File: src/rtl/hazard_pkg.sv
// Shared types and constants for the pipeline hazard controller.
package hazard_pkg;

    // EXE operand select encodings
    localparam logic [1:0] FWD_RF  = 2'b00;  // register file
    localparam logic [1:0] FWD_MEM = 2'b10;  // EX_MEM ALU result
    localparam logic [1:0] FWD_WB  = 2'b01;  // MEM_WB write-back value

    // Destination fields in the shadow entries are stored at this width.
    // Narrower register addresses are zero-extended, so AW must not exceed it.
    localparam int RD_MAX_W = 8;

    typedef enum logic {
        RUN  = 1'b0,
        WAIT = 1'b1
    } hz_state_e;

    typedef struct packed {
        logic                valid;
        logic [RD_MAX_W-1:0] rd;
        logic                regwrite;
        logic                memtoreg;
    } stage_entry_t;

    localparam stage_entry_t STAGE_EMPTY = '0;

    // An entry can only feed a consumer if it really writes a non-x0 register.
    function automatic logic writes_reg(input stage_entry_t e);
        return e.valid && e.regwrite && (e.rd != '0);
    endfunction

endpackage

File: src/rtl/hazard_fwd_cmp.sv
// Per-operand comparator: qualifies one decode source register against the
// EX and MEM shadow entries and priority-encodes the forwarding select.
module hazard_fwd_cmp
    import hazard_pkg::*;
#(
    parameter int AW = 5
) (
    input  logic [AW-1:0]  rs_i,
    input  logic           rs_used_i,
    input  stage_entry_t   ex_e_i,
    input  stage_entry_t   mem_e_i,
    output logic           ex_match_o,
    output logic           mem_match_o,
    output logic [1:0]     sel_o
);

    logic [RD_MAX_W-1:0] rs_ext;
    logic                unused_mem_load;

    assign rs_ext          = RD_MAX_W'(rs_i);
    assign unused_mem_load = mem_e_i.memtoreg;

    // Qualified matches and select; the youngest producer (EX) wins, and a
    // load in EX never forwards because its data does not exist yet.
    always_comb begin
        ex_match_o  = rs_used_i && writes_reg(ex_e_i)  && (ex_e_i.rd  == rs_ext);
        mem_match_o = rs_used_i && writes_reg(mem_e_i) && (mem_e_i.rd == rs_ext);
        sel_o       = FWD_RF;
        if (ex_match_o && !ex_e_i.memtoreg) begin
            sel_o = FWD_MEM;
        end else if (mem_match_o) begin
            sel_o = FWD_WB;
        end
    end

endmodule

File: src/rtl/hazard_ctrl.sv
// Pipeline hazard controller: shadow EX/MEM/WB tracker, load-use stall FSM,
// decode-resolved branch flush, registered forwarding selects and saturating
// stall/flush event counters.
//
// state | meaning
// ------+-----------------------------------------------------------------
// RUN   | normal issue; a load-use hazard stalls this cycle and, for
//       | multi-cycle loads, moves to WAIT
// WAIT  | remaining load-latency bubbles; hazards are not evaluated here
module hazard_ctrl
    import hazard_pkg::*;
#(
    parameter int AW       = 5,
    parameter int LOAD_LAT = 1,
    parameter int CNT_W    = 16
) (
    input  logic             clk,
    input  logic             global_reset,
    input  logic             id_valid,
    input  logic [AW-1:0]    id_rs1,
    input  logic [AW-1:0]    id_rs2,
    input  logic             id_rs1_used,
    input  logic             id_rs2_used,
    input  logic [AW-1:0]    id_rd,
    input  logic             id_regwrite,
    input  logic             id_memtoreg,
    input  logic             branch_taken,
    output logic             stall,
    output logic             bubble_ex,
    output logic             flush_if_id,
    output logic [1:0]       fwd_a,
    output logic [1:0]       fwd_b,
    output logic [CNT_W-1:0] stall_cnt,
    output logic [CNT_W-1:0] flush_cnt
);

    localparam logic [1:0] WAIT_INIT = 2'(LOAD_LAT - 1);

    hz_state_e    state_q;
    logic [1:0]   wait_cnt_q;

    stage_entry_t ex_q, mem_q, wb_q;
    stage_entry_t ex_d;
    stage_entry_t id_entry;

    logic [1:0]   fwd_a_q, fwd_b_q;
    logic [1:0]   fwd_a_d, fwd_b_d;
    logic [1:0]   sel_a, sel_b;
    logic         a_ex_match, b_ex_match;
    logic         a_mem_match, b_mem_match;
    logic         load_use;

    logic [CNT_W-1:0] stall_cnt_q, flush_cnt_q;
    logic [CNT_W-1:0] stall_cnt_d, flush_cnt_d;

    logic         unused_sig;

    hazard_fwd_cmp #(.AW(AW)) u_cmp_a (
        .rs_i        (id_rs1),
        .rs_used_i   (id_rs1_used),
        .ex_e_i      (ex_q),
        .mem_e_i     (mem_q),
        .ex_match_o  (a_ex_match),
        .mem_match_o (a_mem_match),
        .sel_o       (sel_a)
    );

    hazard_fwd_cmp #(.AW(AW)) u_cmp_b (
        .rs_i        (id_rs2),
        .rs_used_i   (id_rs2_used),
        .ex_e_i      (ex_q),
        .mem_e_i     (mem_q),
        .ex_match_o  (b_ex_match),
        .mem_match_o (b_mem_match),
        .sel_o       (sel_b)
    );

    // WB is kept for completeness of the shadow pipeline; MEM-stage matches
    // only matter through the encoded selects.
    assign unused_sig = ^{wb_q, a_mem_match, b_mem_match};

    assign load_use = id_valid && ex_q.memtoreg && (a_ex_match || b_ex_match);

    // Mealy pipeline controls; a stall masks the branch so decode re-presents it.
    always_comb begin
        stall       = 1'b0;
        bubble_ex   = 1'b0;
        flush_if_id = 1'b0;
        if (state_q == WAIT || load_use) begin
            stall     = 1'b1;
            bubble_ex = 1'b1;
        end else if (branch_taken) begin
            flush_if_id = 1'b1;
        end
    end

    // Stall sequencing: RUN covers the first bubble, WAIT the remaining LOAD_LAT-1.
    always_ff @(posedge clk or negedge global_reset) begin
        if (!global_reset) begin
            state_q    <= RUN;
            wait_cnt_q <= '0;
        end else begin
            case (state_q)
                RUN: begin
                    if (load_use) begin
                        wait_cnt_q <= WAIT_INIT;
                        if (LOAD_LAT > 1) begin
                            state_q <= WAIT;
                        end
                    end
                end
                WAIT: begin
                    if (wait_cnt_q <= 2'd1) begin
                        wait_cnt_q <= '0;
                        state_q    <= RUN;
                    end else begin
                        wait_cnt_q <= wait_cnt_q - 2'd1;
                    end
                end
                default: begin
                    state_q    <= RUN;
                    wait_cnt_q <= '0;
                end
            endcase
        end
    end

    // Decode fields packed as a tracker entry; a bubble enters EX as all zero.
    always_comb begin
        id_entry          = STAGE_EMPTY;
        id_entry.valid    = 1'b1;
        id_entry.rd       = RD_MAX_W'(id_rd);
        id_entry.regwrite = id_regwrite;
        id_entry.memtoreg = id_memtoreg;
        ex_d              = (id_valid && !bubble_ex) ? id_entry : STAGE_EMPTY;
    end

    // Shadow EX/MEM/WB tracker advancing every edge.
    always_ff @(posedge clk or negedge global_reset) begin
        if (!global_reset) begin
            ex_q  <= STAGE_EMPTY;
            mem_q <= STAGE_EMPTY;
            wb_q  <= STAGE_EMPTY;
        end else begin
            ex_q  <= ex_d;
            mem_q <= ex_q;
            wb_q  <= mem_q;
        end
    end

    // Selects computed in decode; a stalled cycle sends a bubble, so select RF.
    always_comb begin
        fwd_a_d = stall ? FWD_RF : sel_a;
        fwd_b_d = stall ? FWD_RF : sel_b;
    end

    // Forwarding select registers, valid while the instruction sits in EX.
    always_ff @(posedge clk or negedge global_reset) begin
        if (!global_reset) begin
            fwd_a_q <= FWD_RF;
            fwd_b_q <= FWD_RF;
        end else begin
            fwd_a_q <= fwd_a_d;
            fwd_b_q <= fwd_b_d;
        end
    end

    assign fwd_a = fwd_a_q;
    assign fwd_b = fwd_b_q;

    // Saturating event counters: hold at all-ones rather than wrapping.
    always_comb begin
        stall_cnt_d = stall_cnt_q;
        flush_cnt_d = flush_cnt_q;
        if (stall && (stall_cnt_q != '1)) begin
            stall_cnt_d = stall_cnt_q + CNT_W'(1);
        end
        if (flush_if_id && (flush_cnt_q != '1)) begin
            flush_cnt_d = flush_cnt_q + CNT_W'(1);
        end
    end

    // Counter registers.
    always_ff @(posedge clk or negedge global_reset) begin
        if (!global_reset) begin
            stall_cnt_q <= '0;
            flush_cnt_q <= '0;
        end else begin
            stall_cnt_q <= stall_cnt_d;
            flush_cnt_q <= flush_cnt_d;
        end
    end

    assign stall_cnt = stall_cnt_q;
    assign flush_cnt = flush_cnt_q;

endmodule

File: config.mk
export PLATFORM = sky130hd
export DESIGN_NAME = hazard_ctrl
export DESIGN_NICKNAME = d
export VERILOG_FILES = /design/src/rtl/hazard_pkg.sv /design/src/rtl/hazard_fwd_cmp.sv /design/src/rtl/hazard_ctrl.sv
export SDC_FILE = /design/constraint.sdc
export NUM_CORES = 1
export LEC_CHECK = 0
export ABC_AREA = 1
export CAP_MARGIN = 20
export CORE_MARGIN = 2
export CORE_UTILIZATION = 53
export CTS_BUF_LIST = sky130_fd_sc_hd__clkbuf_8
export DETAILED_ROUTE_END_ITERATION = 16
export PLACE_DENSITY = 0.82
export REMOVE_ABC_BUFFERS = 1
export SLEW_MARGIN = 15
export SYNTH_ARGS = -nofsm -noshare
export SYNTH_HDL_FRONTEND = slang
export SYNTH_SLANG_ARGS = --single-unit
File: constraint.sdc
create_clock -name clk -period 3.4 [get_ports clk]
set_input_delay 1.02 -clock clk [delete_from_list [all_inputs] [get_ports clk]]
set_output_delay 1.02 -clock clk [all_outputs]
set_load 0.02 [all_outputs]
# After elaboration in Yosys (flattened, before gate mapping)
# Index checks and enable logic that the tools add are counted.
[classes]
magnitude_cmp = 1
mux = 15
n_eq_ne = 7
n_reduce_logical = 25
add_sub_neg = 3
bitwise_logic = 1
[ops]
columns = ["op", "count"]
rows = [
  ["16-bit by 1-bit adder with 16-bit output, second input constant", 2],
  ["8-bit by 5-bit == test with 1-bit output", 4],
  ["16-bit inequality test, second input constant", 2],
  ["1-bit logical AND", 19],
  ["8-bit nonzero test", 2],
  ["2-bit two-way mux", 6],
  ["11-bit two-way mux", 1],
  ["1-bit two-way mux", 7],
  ["2-bit one-hot mux with 2 select lines", 1],
  ["2-bit by 1-bit less-or-equal comparator with 1-bit output, second input constant", 1],
  ["1-bit zero test", 2],
  ["1-bit logical OR", 2],
  ["2-bit inequality test, second input constant", 1],
  ["2-bit by 1-bit subtractor with 2-bit output, second input constant", 1],
  ["1-bit inverter", 1],
]
[totals]
elab_cells = 65
register_bits = 60
inputBits = 23
out_inout_bits = 39

# Logic depth before layout (Yosys ltp)
# Gate-level depths: netlist of run 1.
[depth]
ltp_word = 11
ltp_mapped = 13
mapped_depth_nobuf = 12

# Modules after synthesis
# From an unflattened synthesis of run 1, not the netlist that was laid out.
[unflattened]
cells_unflattened = 486
hier_area_um2 = 3399.5
[modules_own_cells]
columns = ["mod", "cells_each", "n_inst", "seq_area_each_um2", "area_each_um2"]
rows = [
  ["hazard_ctrl", 358, 1, 1376.3, 2846.5],
  ["hazard_fwd_cmp", 64, 2, 0.0, 276.5],
]

# Worst setup path after synthesis of run 1
# No wires, ideal clock.
[synth_path]
path_type = "input -> output"
startpoint = "in id_rs1[3]"
endpoint = "out flush_if_id"
path_slack_ns = 0.203
cell_stages = 8
t_arrival_ns = 2.177
n_path_buf = 1
t_required_ns = 2.380
cell_sequence = "o21ai_0 nor2_1 nand3_1 nand2_1 nand2_2 nand2_2 buf_2 nor2_1"
[synth_via]
elab_chain_len = 6
[synth_lines]
columns = ["element", "line", "text"]
rows = [
  ["start, declared", "hazard_ctrl.sv:20", "input logic [AW-1:0] id_rs1,"],
  ["8-bit by 5-bit == test with 1-bit output", "hazard_fwd_cmp.sv:26", "ex_match_o = rs_used_i && writes_reg(ex_e_i) && (ex_e_i.rd == rs_ext);"],
  ["1-bit logical AND", "hazard_fwd_cmp.sv:26", ""],
  ["1-bit logical OR", "hazard_ctrl.sv:82", "assign load_use = id_valid && ex_q.memtoreg && (a_ex_match || b_ex_match);"],
  ["1-bit logical AND", "hazard_ctrl.sv:82", ""],
  ["1-bit logical OR", "hazard_ctrl.sv:89", "if (state_q == WAIT || load_use) begin"],
  ["1-bit two-way mux", "hazard_ctrl.sv:89", ""],
  ["end, declared", "hazard_ctrl.sv:30", "output logic flush_if_id,"],
]
# Every way passes these cells.

# Final worst setup path of run 1
[layout_path]
startpoint = "in id_rs1[0]"
endpoint = "out flush_if_id"
# The elaborated chain is that of the path after synthesis.

==> metrics.cfg, run 1 <==
[outcome]
result_of_the_run = finished, final reports clean

[hold_path]
min_path_type = reg2reg
timing.hold.worst.start = ex_q[10]$_DFF_PN0_

[pwr]
power-per-cell-area_nw_per_um2 = 338
power.leakage_nw = 2.02
max-vdd-ir-drop_mv = 0.200

[cells_and_area]
fillCellCount = 391
area_of_the_multi_input_gates_sq_um = 1440
mostFrequentLayoutCells = 112 x nand2_1, 54 x dfrtp_1, 53 x inv_1
finish.instance_area_sq_um = 3990
antenna-diode-count = 0
area.growth.synth_to_final_pct = 32.0
finish.net_count = 506
drive_above_1_share = 0.124
area.sequential_sq_um = 1350
final_common_cell = nand2_1

[drt]
drt_wl_total_mm = 8.04
drt_first_pass_iters = 7
route.vias.total = 3039
detail_route.drc_violations = 0
drt_first_iter_violations = 315
viasPerCell = 5.49
drt-wirelength-per-cell_um = 14.5
ant_nets = 0

[yosys]
synth.area.top_cells = dfrtp_1 45%, nand2_1 14%, inv_1 6.7%
mapped_area_sq_um = 3020
post_synthesis_sequential_element_count = 54
yosys.area.top_type_share = 0.447
avgSynthCellArea_sq_um = 7.64
synth_warn = 0
post_synth_inst_count = 396
yosys.area.top_type = dfrtp_1
synth_cell_type_count = 31
synth-seq-area-share = 0.447

[place]
hpwlAfterDp_mm = 5.31
place_area_sq_um = 3780
place.gp.congestion = 0.975
io_buffers = 61

[timing]
clock-skew-final_ns = 0.00966
final.setup.tns_ns = 0
max_clock_freq_mhz = 301
maxSlewViolCount = 0
rsz0062_at_grt = false
worstMarginPinSlew_ns = 0.573
layout_min_cycle_time_ns = 3.32
worst_slew_margin_rel = 0.617
post_route_clock_period_utilization = 0.976
timing.final.hold_violations = 0
report.final.setup_viol = 0

[worst_setup_path]
timing_worst_setup_path_type = in2out
crit_fanout = 4
setup.worst_path.start = id_rs1[0]
worst_ep_required_time_ns = 2.38
crit_chain = dlygate4sd2_1 > inv_1 > nand2_1 > nand3_1 > nor2_1 > nand3_1 > nand2_2 > nand2_4 > nand2_4 > nor2_2 > buf_4
startpoint_type_of_the_worst_setup_path = primary input
timing.rr.start = ex_q[6]$_DFF_PN0_
critical_path.max_stage_delay_ns = 0.29
critical_path.slowest_cell = dlygate4sd2_1
endpoint_kind = primary output
timing.critical_path.arrival_ns = 2.30

[cts]
cts-htree-levels = 2
cts_inserted_buffers = 5
numClockSinks = 54
latest_clock_arrival_within_the_worst_skew_pair_ns = 0.31
max-clock-path-buffers = 2
cts_hold_repair.buffers = 0
clock_tree_from_tritoncts = yes
cts.root.buffer_cell = clkbuf_8
clock_slew_at_the_register_clock_pins_of_the_worst_setup_and_hold_paths_ns = 0.10

[run]
timing.max_cap.violations = 0

[global_route]
grt_antenna_before_repair = 0
grtUsageTotal = 0.262
grt_pass1_wl_mm = 13.1
globalRouteOverflowTotal = 0
largest_net_degree_at_the_start_of_global_routing = 25
vias_in_the_first_global_route = 2900

[floorplanning]
floorplan.initialDensity = 0.549
io_pins = 62
overall_die_area_sq_um = 6330
fp.dieH_um = 79.5
placement_rows = 27
core_area_sq_um = 5510
floorplan.die.width_um = 79.5

==> cells in the mapped netlist <==
library cell  number
clkbuf_1           3
nor3_4             2
nor4_1             4
buf_6              1
inv_1             54
nand4_1           30
inv_2              2
o22ai_1            3
buf_2              5
clkinv_1           1
ha_1               2
nand2_2            4
nor3_1             9
nand3_2            1
nand3_1           29
xor2_1            17
nand3b_1           2
nor3b_1            1
xnor2_1            7
nor2_1            33
or2_2              1
dfrtp_1           54
a21oi_2            1
nand2_1          114
o21ai_0            6
a21boi_0           1
nand2_4            1
a221oi_1           1
buf_4              1
a21oi_1            5
a211oi_1           1
==> registers in the layout, summed over array words and instances (netlist names) <==
signal,flops
fwd_a,2
fwd_b,2
wait_cnt_q,2
state_q,1
stall_cnt,16
flush_cnt,16
ex_q,8
mem_q,7
==> power by group <==
| part | internal, mW | total (mW) | switching [mW] |
|---|---|---|---|
| Sequential | 0.677 | 0.723 | 0.0464 |
| Combinational | 0.117 | 0.253 | 0.136 |
| Clock | 0.149 | 0.375 | 0.226 |
| Total | 0.943 | 1.35 | 0.408 |
==> path summary, 6_finish.rpt <==
path,cells past startpoint,slack [ns],endpoint
worst max-delay path,11,0.08,flush_if_id
worst min-delay path,0,0.39,mem_q[10]$_DFF_PN0_
worst max register to register,20,0.62,fwd_b[0]$_DFF_PN0_
worst min register to register,0,0.39,mem_q[10]$_DFF_PN0_
max in group asynchronous,2,2.16,fwd_a[0]$_DFF_PN0_
min in group asynchronous,1,0.61,stall_cnt[2]$_DFFE_PN0P_
==> per-layer routing <==
layer	track usage	wire length, um	vias to the layer above
met1	0.333	3350	1386
met3	0.0464	558	27
met5	0	0	-
met2	0.445	3880	184
li1	-	-	1442
met4	0.0983	257	0
==> critical path, delay by kind of cell <==
family / cells / cell delay, ns
buffers and inverters: 3 / 0.52
AND/OR/NAND/NOR: 8 / 0.76
==> logic make-up (layout without fill, tap and decap cells) <==
kind of cell	count (synthesis)	in the layout	synth area share
AND/OR/NAND/NOR	231	231	0.351
adder cells (fa/ha/maj)	2	2	0.00827
XOR/XNOR	24	24	0.0695
buffers and inverters	67	153	0.0890
flip-flops	54	54	0.447
AO/OA/AOI/OAI	18	18	0.0352
==> timing repair <==
item,in CTS,in global routing
hold endpoints to repair,0,0
endpoints found under the setup margin,3,5
pin swaps,3,5
buffers inserted,11,1
resized for setup,25,12
==> layout make-up <==
| cell class | instances | share of cell area |
|---|---|---|
| Timing Repair Buffer | 88 | 0.200 |
| Tap cell | 72 | 0.0226 |
| Clock inverter | 3 | 0.00627 |
| Sequential cell | 54 | 0.338 |
| Clock buffer | 5 | 0.0172 |
| Multi-Input combinational cell | 275 | 0.362 |
| Inverter | 57 | 0.0536 |
==> stage by stage <==
| stage | util | hold slack (ns) | power [mW] | cells | setup slack [ns] |
|---|---|---|---|---|---|
| final | 0.725 | 0.391 | 1.35 | 554 | 0.0801 |
| after global routing | 0.725 | 0.398 | 1.42 | 554 | 0.0203 |
| after CTS | 0.718 | 0.384 | 1.35 | 553 | 0.00480 |
| after detailed placement | 0.686 | 0.363 | 0.983 | 534 | -0.555 |
| after global placement | 0.686 | 0.361 | 0.970 | 534 | -0.453 |
| after floorplan | - | 0.354 | 0.845 | 386 | 0.0872 |
Power figures use the tool's default switching activity.
==> run 2, diff against run 1 <==
ABC_AREA = unset   (was 1)
CORE_ASPECT_RATIO = 1.5   (was unset)
CORE_UTILIZATION = 52   (was 53)
PLACE_DENSITY = 0.83   (was 0.82)
==> run 2 against run 1 <==
Clock-buffer cell count unchanged. Via count is 32% lower. Fmax up 0.25%. Clock power decreased by 7.5%. Die area is 9.8% lower. Critical path depth is 3 lower. Synthesized cell count shrank 42%. Area after synthesis fell by 12%. Combinational power increased by 13%. Utilization shrank 0.23 points.
==> metrics.cfg, run 2 <==
[outcome]
result_of_the_run = finished, final reports clean

[timing]
timing.final.hold_violations = 0
rsz0062_at_grt = true
post_route_clock_period_utilization = 0.974
postLayoutSetupSlackWorst_ns = 0.0883
clock-skew-final_ns = 0.00476
layout_min_cycle_time_ns = 3.31
worst_slew_margin_rel = 0.625
maxSlewViolCount = 0
final.setup.tns_ns = 0
max_clock_freq_mhz = 302
report.final.setup_viol = 0
worstMarginPinSlew_ns = 0.560

[floorplanning]
floorplan.die.width_um = 62.3
placement_rows = 31
core_area_sq_um = 4890
floorplan.initialDensity = 0.543
io_pins = 62
fp.dieH_um = 91.5
overall_die_area_sq_um = 5710

[drt]
drt-wirelength-per-cell_um = 15.2
drt_wl_total_mm = 5.73
detailroute.wirelength.met3_um = 248
drt_first_iter_violations = 91
met1_length_mm = 2.23
topRoutingLayerUsed = met4
detail_route.drc_violations = 0
wl_met2_mm = 3.09
drt_first_pass_iters = 5
route.vias.total = 2074
viasPerCell = 5.49
ant_nets = 0

[global_route]
grtUsageTotal = 0.216
largest_net_degree_at_the_start_of_global_routing = 30
grt_antenna_before_repair = 0
vias_in_the_first_global_route = 2178
globalRouteOverflowTotal = 0
grt_pass1_wl_mm = 9.80

[worst_setup_path]
timing.critical_path.buf_inv = 3
r2r_slack_ns = 0.91
startpoint_type_of_the_worst_setup_path = primary input
timing.critical_path.arrival_ns = 2.29
timing_worst_setup_path_type = in2out
crit_chain = dlygate4sd2_1 > xnor2_1 > nand4_1 > nor3_2 > buf_4 > o21ai_1 > and3_1 > buf_6
critical_path.max_stage_delay_ns = 0.25
crit_fanout = 2
critical-path-top-delay-family = buffers and inverters
endpoint_kind = primary output
critical_path.slowest_cell = dlygate4sd2_1
worst_ep_required_time_ns = 2.38

[place]
io_buffers = 61
cell_count_after_placement = 368
hpwlAfterDp_mm = 4.38
place_area_sq_um = 3440
place_worst_setup_slack_ns = -0.630
place.gp.congestion = 0.880

[cells_and_area]
fin_cells = 378
final_common_cell = dfrtp_1
finish.instance_area_sq_um = 3530
area.growth.synth_to_final_pct = 33.0
drive_above_1_share = 0.176
finish.net_count = 337
mostFrequentLayoutCells = 54 x dfrtp_1, 45 x clkdlybuf4s50_1, 32 x xnor2_1
antenna-diode-count = 0

[yosys]
synth_flop_cell = dfrtp_1
post_synthesis_sequential_element_count = 54
yosys.area.top_type = dfrtp_1
synth_enable_flop_cells = 0
synthMostInstantiatedCell = dfrtp_1
yosys.area.top_type_share = 0.509
synth.area.top_cells = dfrtp_1 51%, xnor2_1 11%, xor2_1 4.9%
synth-seq-area-share = 0.509
avgSynthCellArea_sq_um = 11.5
synth.top_cells.by_count = 54 x dfrtp_1, 32 x xnor2_1, 15 x nand2_1, 15 x xor2_1, 14 x nand3_1
share_of_synthesized_registers_carrying_an_async_set_or_reset = 1.00
mapped_area_sq_um = 2660
synth_cell_type_count = 39
synth_warn = 0
post_synth_inst_count = 230

[cts]
latest_clock_arrival_within_the_worst_skew_pair_ns = 0.30
cts_hold_repair.buffers = 0
numClockSinks = 54
cts_inserted_buffers = 5
cts.root.buffer_cell = clkbuf_8
clock_slew_at_the_register_clock_pins_of_the_worst_setup_and_hold_paths_ns = 0.09
cts-htree-levels = 2
clock_tree_from_tritoncts = yes
max-clock-path-buffers = 2

[hold_path]
min_path_type = reg2reg

[run]
timing.max_cap.violations = 0

[pwr]
power.leakage_nw = 1.54
max-vdd-ir-drop_mv = 0.330
power-per-cell-area_nw_per_um2 = 390

run 2: worst reg2reg max path, cell delays in order, from the launching register on:
cell	delay [ns]
dfrtp_1	0.44
or3_1	0.39
o311a_1	0.37
and3_4	0.22
o21a_1	0.13
buf_4	0.23
nor4_4	0.28
mux2_1	0.34
run 2: layout make-up:
type                            count  area [sq um]
Fill cell                         396          1360
Sequential cell                    54          1350
Multi-Input combinational cell    163          1250
Timing Repair Buffer               84           754
Tap cell                           66          82.6
Inverter                            4          15.0
Clock inverter                      2          13.8
Clock buffer                        5          68.8
run 2: kinds of logic (layout without fill, tap and decap cells):
family	Yosys count	after routing	share of synthesized area
AND/OR/NAND/NOR	83	83	0.181
flip-flops	54	54	0.509
XOR/XNOR	47	47	0.155
AO/OA/AOI/OAI	26	26	0.0980
buffers and inverters	13	95	0.0264
multiplexers	5	5	0.0212
adder cells (fa/ha/maj)	2	2	0.00942
run 2: repair_timing:
action,4_1_cts,5_1_grt
endpoints found under the setup margin,3,1
pin swaps,5,5
gates resized for setup,27,4
buffers inserted,2,1
run 2: final timing paths:
path | start | endpoint | cells past startpoint
min reg2reg | ex_q[10]$_DFF_PN0_ | mem_q[10]$_DFF_PN0_ | 0
min | ex_q[10]$_DFF_PN0_ | mem_q[10]$_DFF_PN0_ | 0
max | id_rs2[2] | flush_if_id | 8
max reg2reg | ex_q[3]$_DFF_PN0_ | flush_cnt[12]$_DFFE_PN0P_ | 7
min in group asynchronous | global_reset | mem_q[3]$_DFF_PN0_ | 1
max in group asynchronous | global_reset | wait_cnt_q[1]$_DFFE_PN0P_ | 2
run 2: per-stage QoR:
| stage | hold WS (ns) | power [mW] | utilization |
|---|---|---|---|
| final | 0.387 | 1.38 | 0.723 |
| after global routing | 0.403 | 1.44 | 0.723 |
| after CTS | 0.393 | 1.39 | 0.721 |
| after detailed placement | 0.373 | 1.05 | 0.704 |
| after global placement | 0.364 | 1.04 | 0.704 |
| after floorplan | 0.354 | 0.889 | - |
run 2: layer usage:
layer  global-route usage  vias up
li1                     -      986
met1                0.239     1010
met2                0.391       63
met3               0.0384       15
met4                0.111        0
met5                    0        -
run 2: power breakdown:
group	internal [mW]	total, mW	leakage (nW)	switching [mW]
clock	0.143	0.347	0.0444	0.204
sequential	0.688	0.743	0.725	0.0548
combinational	0.148	0.287	0.767	0.140
total	0.979	1.38	1.54	0.399
==> run 3, diff against run 2 <==
CTS_CLUSTER_DIAMETER = 200   (was unset)
CTS_CLUSTER_SIZE = 24   (was unset)
==> results of run 3 <==
The final DEF is identical to that of run 2; final timing and power are the same.
